--- config.mk ---
export PLATFORM = sky130hd
export DESIGN_NAME = seg7_bank
export DESIGN_NICKNAME = d
export VERILOG_FILES = /design/src/rtl/seg7_bank.sv
export SDC_FILE = /design/constraint.sdc
export NUM_CORES = 1
export LEC_CHECK = 0
export ABC_CLOCK_PERIOD_IN_PS = 2800
export CORE_ASPECT_RATIO = 1.2
export CORE_MARGIN = 3
export CORE_UTILIZATION = 28
export DETAILED_ROUTE_END_ITERATION = 12
export PLACE_DENSITY_LB_ADDON = 0.3
export SLEW_MARGIN = 25
export SYNTH_ARGS = -nofsm -noshare
export SYNTH_HDL_FRONTEND = slang
export SYNTH_SLANG_ARGS = --single-unit
export TNS_END_PERCENT = 20
--- constraint.sdc ---
create_clock -name Clock -period 2.8 [get_ports Clock]
set_input_delay 0.42 -clock Clock [delete_from_list [all_inputs] [get_ports Clock]]
set_output_delay 0.42 -clock Clock [all_outputs]
set_load 0.02 [all_outputs]
--- src/rtl/seg7_bank.sv ---
// seg7_bank: NUM_DIGITS hex 7-segment bank with tear-free load, leading-zero blanking,
// per-digit enable and optional blinking (enabled by defining SEG7_BANK_BLINK_EN).
module seg7_bank #(
  parameter int NUM_DIGITS  = 6,
  parameter int TICK_DIV    = 12500000,
  parameter int BLINK_TICKS = 2
) (
  input  logic                    Clock,
  input  logic                    Resetn,
  input  logic                    load_valid,
  output logic                    load_ready,
  input  logic [4*NUM_DIGITS-1:0] load_value,
  input  logic                    load_blank_lz,
  input  logic [NUM_DIGITS-1:0]   digit_en,
  input  logic [NUM_DIGITS-1:0]   blink_mask,
  output logic [7*NUM_DIGITS-1:0] HEX,
  output logic [4*NUM_DIGITS-1:0] shown_value,
  output logic                    tick
);

  localparam int            CW     = $clog2(TICK_DIV);
  localparam logic [CW-1:0] C_LAST = CW'(TICK_DIV - 1);

  logic [CW-1:0]           r_count;
  logic                    r_pend_valid;
  logic [4*NUM_DIGITS-1:0] r_pend_value;
  logic                    r_pend_lz;
  logic [4*NUM_DIGITS-1:0] r_shown;
  logic                    r_shown_lz;
  logic [7*NUM_DIGITS-1:0] r_hex;
  logic                    w_tick;
  logic                    w_xfer;
  logic                    w_phase;
  logic [NUM_DIGITS-1:0]   w_blink;
  logic [NUM_DIGITS-1:0]   w_upper_zero;
  logic [7*NUM_DIGITS-1:0] w_hex_next;

  function automatic logic [6:0] seg_glyph(input logic [3:0] nib);
    logic [6:0] g;
    case (nib)
      4'h0:    g = 7'b1000000;
      4'h1:    g = 7'b1111001;
      4'h2:    g = 7'b0100100;
      4'h3:    g = 7'b0110000;
      4'h4:    g = 7'b0011001;
      4'h5:    g = 7'b0010010;
      4'h6:    g = 7'b0000010;
      4'h7:    g = 7'b1111000;
      4'h8:    g = 7'b0000000;
      4'h9:    g = 7'b0010000;
      4'hA:    g = 7'b0001000;
      4'hB:    g = 7'b0000011;
      4'hC:    g = 7'b1000110;
      4'hD:    g = 7'b0100001;
      4'hE:    g = 7'b0000110;
      4'hF:    g = 7'b0001110;
      default: g = 7'b1111111;
    endcase
    return g;
  endfunction

  assign w_tick      = (r_count == C_LAST);
  assign w_xfer      = load_valid & ~r_pend_valid;
  assign load_ready  = ~r_pend_valid;
  assign tick        = w_tick;
  assign shown_value = r_shown;
  assign HEX         = r_hex;

  // Refresh prescaler, wraps at TICK_DIV-1
  always_ff @(posedge Clock or negedge Resetn) begin
    if (!Resetn) begin
      r_count <= '0;
    end else if (w_tick) begin
      r_count <= '0;
    end else begin
      r_count <= r_count + CW'(1);
    end
  end

  // Pending/shown word registers: shown only ever changes on a tick edge
  always_ff @(posedge Clock or negedge Resetn) begin
    if (!Resetn) begin
      r_pend_valid <= 1'b0;
      r_pend_value <= '0;
      r_pend_lz    <= 1'b0;
      r_shown      <= '0;
      r_shown_lz   <= 1'b0;
    end else if (w_tick) begin
      if (r_pend_valid) begin
        r_shown      <= r_pend_value;
        r_shown_lz   <= r_pend_lz;
        r_pend_valid <= 1'b0;
      end else if (w_xfer) begin
        r_shown      <= load_value;
        r_shown_lz   <= load_blank_lz;
      end else begin
        r_shown      <= r_shown;
      end
    end else if (w_xfer) begin
      r_pend_valid <= 1'b1;
      r_pend_value <= load_value;
      r_pend_lz    <= load_blank_lz;
    end else begin
      r_pend_valid <= r_pend_valid;
    end
  end

`ifdef SEG7_BANK_BLINK_EN
  localparam int            BW       = (BLINK_TICKS > 1) ? $clog2(BLINK_TICKS) : 1;
  localparam logic [BW-1:0] C_BLAST  = BW'(BLINK_TICKS - 1);

  logic [BW-1:0] r_blink_cnt;
  logic          r_phase;

  // Blink phase toggles once every BLINK_TICKS ticks
  always_ff @(posedge Clock or negedge Resetn) begin
    if (!Resetn) begin
      r_blink_cnt <= '0;
      r_phase     <= 1'b0;
    end else if (w_tick) begin
      if (r_blink_cnt == C_BLAST) begin
        r_blink_cnt <= '0;
        r_phase     <= ~r_phase;
      end else begin
        r_blink_cnt <= r_blink_cnt + BW'(1);
      end
    end else begin
      r_phase <= r_phase;
    end
  end

  assign w_phase = r_phase;
`else
  assign w_phase = 1'b0;
`endif

  assign w_blink = blink_mask & {NUM_DIGITS{w_phase}};

  // Digit i is a leading zero when it and every digit above it is zero
  always_comb begin
    w_upper_zero = '0;
    for (int i = 0; i < NUM_DIGITS; i++) begin
      w_upper_zero[i] = ((r_shown >> (4 * i)) == '0);
    end
  end

  // Per-digit blank priority: enable, then leading zero, then blink
  always_comb begin
    w_hex_next = '1;
    for (int i = 0; i < NUM_DIGITS; i++) begin
      if (!digit_en[i]) begin
        w_hex_next[7*i +: 7] = 7'b1111111;
      end else if (r_shown_lz && (i != 0) && w_upper_zero[i]) begin
        w_hex_next[7*i +: 7] = 7'b1111111;
      end else if (w_blink[i]) begin
        w_hex_next[7*i +: 7] = 7'b1111111;
      end else begin
        w_hex_next[7*i +: 7] = seg_glyph(r_shown[4*i +: 4]);
      end
    end
  end

  // Registered segment outputs
  always_ff @(posedge Clock or negedge Resetn) begin
    if (!Resetn) begin
      r_hex <= '1;
    end else begin
      r_hex <= w_hex_next;
    end
  end

endmodule

==> run summary <==
=================================================================================
Status                                                                  completed
Maximum fanout along the worst path                                             6
Worst-margin pin slew                                                   0.6189 ns
Syn Nets                                                                      655
Number of cells traversed by the worst register-to-register path                6
Worst-case setup slack after placement                                  0.4108 ns
Cts bufs inserted                                                              17
Leak pwr                                                              0.003486 µW
Proportion of layout cells with a drive suffix above 1                     17.03%
Switching power as a share of total power                                  24.79%
Final critical-path share of the clock period                              84.10%
Reg2Reg Launch Point                                                 r_count[0]$_DFF_PN0_
Number of global-route vias before repair                                    4621
Inserted Diodes                                                                 0
Clk_skew                                                              0.009877 ns
Clock tree from TritonCTS                                                    done
Via-to-Cell Ratio                                                           4.793
Area enclosed by the die boundary                                     0.02390 mm²
Arrival time worst endpoint                                               1.93 ns
Fmax achieved                                                           424.7 MHz
Total of max-cap violations                                                     0
Final layout net count                                                        752
Area Overhead vs Synth                                                     29.70%
DIE WIDTH                                                                141.6 µm
Min setup slack post-route                                              0.4452 ns
Row cnt                                                                        58
First-pass DRT Iterations                                                       5
Global-route wire length before repair                                   23790 µm
Critical path type                                                     reg -> out
GP Congestion                                                              0.7842
Max-slew violations                                                             0
Aggregate negative setup slack                                               0 ns
Part of the power in registers                                              41.7%
Number of cells produced by synthesis                                         583
Antenna violations before repair                                                0
Setup repair after global routing missed its margin                            no
Crit path required time                                                   2.38 ns
Post-detailed-route DRC marker count                                            0
Vias after detailed routing                                                  4616
Number of warnings reported in the yosys synthesis log                          0
First DRT Iteration DRCs                                                      208
Time the worst path needs with I/O delays and setup                      2.355 ns
# clock sinks                                                                 117
RR Endpoint                                                          r_pend_value[4]$_DFFE_PN0P_
Sequential element share of the synthesized area                           48.22%
Largest vdd supply drop                                                 0.4033 mV
Kind of capture point of the worst setup path                        primary output
Initial core utilization                                                   28.97%
Post-synth top area cell                                                  dfrtp_1
Final hold viol count                                                           0
Root Buffer Master                                                      clkbuf_16
Maximum number of pins on one net before global-route repair                   67
Leftover overflow at the end of global routing                                  0
Setup violators final                                                           0
Class of the most critical hold timing path                           in -> async
Clock Path Buffers                                                              2
Worst reg2reg setup slack                                                 0.62 ns
Critical Path Start Type                                                     flop
Antenna-violating nets left                                                     0
Reg clk slew, reported paths                                              0.05 ns
Gr usage total                                                             12.37%
I/O pin count                                                                 108
Worst skew pair latency                                                   0.41 ns
Core Region                                                           0.02134 mm²
DRT Wirelength                                                           14070 µm
Number of library cell types mapped by synthesis                               50
Total of buffers placed on input and output ports                             101
Ratio of total power to cell area                                    569.7 mW/mm²
Slew Limit Headroom                                                        58.55%
Average size of a mapped cell                                           10.60 µm²
Wire per inst                                                            14.61 µm
Summed instance area of the synthesized netlist                      0.006181 mm²
Fraction of synthesis flops using an asynchronous set or reset pin         100.0%
Placed wire-length estimate after detailed placement                      9716 µm
Vertical die dimension                                                   168.8 µm
Number of H-tree levels                                                         4
EDFF count, synth                                                               0
Internal power                                                            3435 µW
Clock network power share                                                   46.2%
Cells taking the most area after synthesis                           dfrtp_1 30%, dfstp_2 18%, ha_1 6.5%
Number of register bits inferred by synthesis                                 117
Top cell type's share of synthesized area                                  30.36%
Top FF cell, synth                                                        dfrtp_1
Comb pwr share                                                              12.1%
Switch Pwr                                                                1132 µW
=================================================================================
routing by layer:
layer	vias to the layer above	share of wire [%]	GRT usage, %
li1	2274	-	-
met1	2236	46	15.51
met2	89	49	20.88
met3	17	4.1	3.278
met4	0	1.4	3.673
met5	-	0	0
timing repair:
item,4_1_cts,5_1_grt
resized for setup,1,1
hold endpoints to repair,0,0
endpoints found under the setup margin,1,1
setup buffers,0,0
hold buffers,0,0
pin swaps,0,0
synthesized netlist by cell type (all sizes together) (2+ instances only):
| master | instances |
|---|---|
| dfrtp | 75 |
| inv | 52 |
| nand2 | 44 |
| dfstp | 42 |
| o21ai | 38 |
| nand3 | 35 |
| ha | 32 |
| nor2 | 28 |
| o311ai | 28 |
| mux2 | 26 |
| a2bb2oi | 25 |
| clkbuf | 23 |
| o211ai | 19 |
| nand2b | 17 |
| buf | 10 |
| a21oi | 9 |
| nand4 | 8 |
| nor2b | 8 |
| xnor2 | 7 |
| xor2 | 6 |
| a21boi | 5 |
| and4 | 5 |
| a21o | 4 |
| a32oi | 4 |
| and2 | 4 |
| o31ai | 4 |
| or3 | 4 |
| or4 | 4 |
| nor3 | 3 |
| nor3b | 3 |
| nand3b | 2 |
cell usage in the layout, fill, tap and decap left out, drive strengths merged, types with 6 or more instances in the layout:
cell type and n:
a21oi 9, a2bb2oi 25, buf 11, clkbuf 20
clkdlybuf4s50 99, clkinv 6, dfrtp 75, dfstp 42
ha 32, inv 56, mux2 26, nand2 44
nand2b 17, nand3 35, nand4 8, nor2 28
nor2b 8, o211ai 19, o21ai 38, o311ai 28
xnor2 7, xor2 6
power groups by stage:
stage / registers (µW) / clock network (µW) / logic [µW]
final: 1900 / 2110 / 552
after global placement: 1930 / 0 / 558
after global routing: 1920 / 2270 / 613
after floorplan: 1990 / 0 / 223
after CTS: 1910 / 2180 / 563
after detailed placement: 1930 / 0 / 560
through the flow:
stage,hold slack (ns),total power (µW),std cells,utilization [%],cell area (µm²)
CTS,0.007886,4646,963,37.56,8014
detailed placement,0.4532,2493,931,34.88,7441
global placement,0.4475,2488,931,34.88,7441
finish,0.02154,4567,963,37.57,8016
global route,0.006821,4805,963,37.57,8016
floorplan,0.1244,2213,583,-,6181
cell type report:
type                       count  area, µm²
sequential                   117       2980
fill                        2154      13320
clock inverter                12      125.1
clock buffer                  20      446.7
timing repair buffer         111       1099
tap                          270      337.8
multi-input combinational    381       2833
inverter                      52      195.2
critical path, cell delays in order (launching register included):
cell	delay (ns)
dfrtp_1	0.38
ha_1	0.21
and4_2	0.34
nand4_4	0.19
nor2_4	0.16
dlymetal6s2s_1	0.24
state kept, by name (all words and copies together) (netlist names):
name,count
HEX,42
r_count,24
r_pend_lz,1
r_pend_valid,1
r_pend_value,24
r_shown_lz,1
shown_value,24
how the worst max path moves through the flow:
stage                               startpoint               endpoint  slack [ns]  cells after the start
after floorplan           r_count[0]$_DFF_PN0_  r_pend_lz$_DFFE_PN0P_        0.88                      7
after global placement    r_count[0]$_DFF_PN0_                   tick        0.43                      5
after detailed placement  r_count[0]$_DFF_PN0_                   tick        0.41                      5
after CTS                 r_count[0]$_DFF_PN0_                   tick        0.01                      5
after global routing      r_count[0]$_DFF_PN0_                   tick        0.32                      5
final                     r_count[0]$_DFF_PN0_                   tick        0.45                      5
logic make-up (layout without fill, tap and decap cells):
logic type	Yosys count	count (layout)	synth area share, %
AOI/OAI and AO/OA	140	140	16.46
xor gates and xnor gates	13	13	1.842
adders and majority gates	32	32	6.478
buffers and inverters	85	195	6.093
DFF	117	117	48.22
muxes	27	27	6.113
and+or+nand+nor	169	169	14.80
Note: power is estimated with default switching activity, not from simulation.
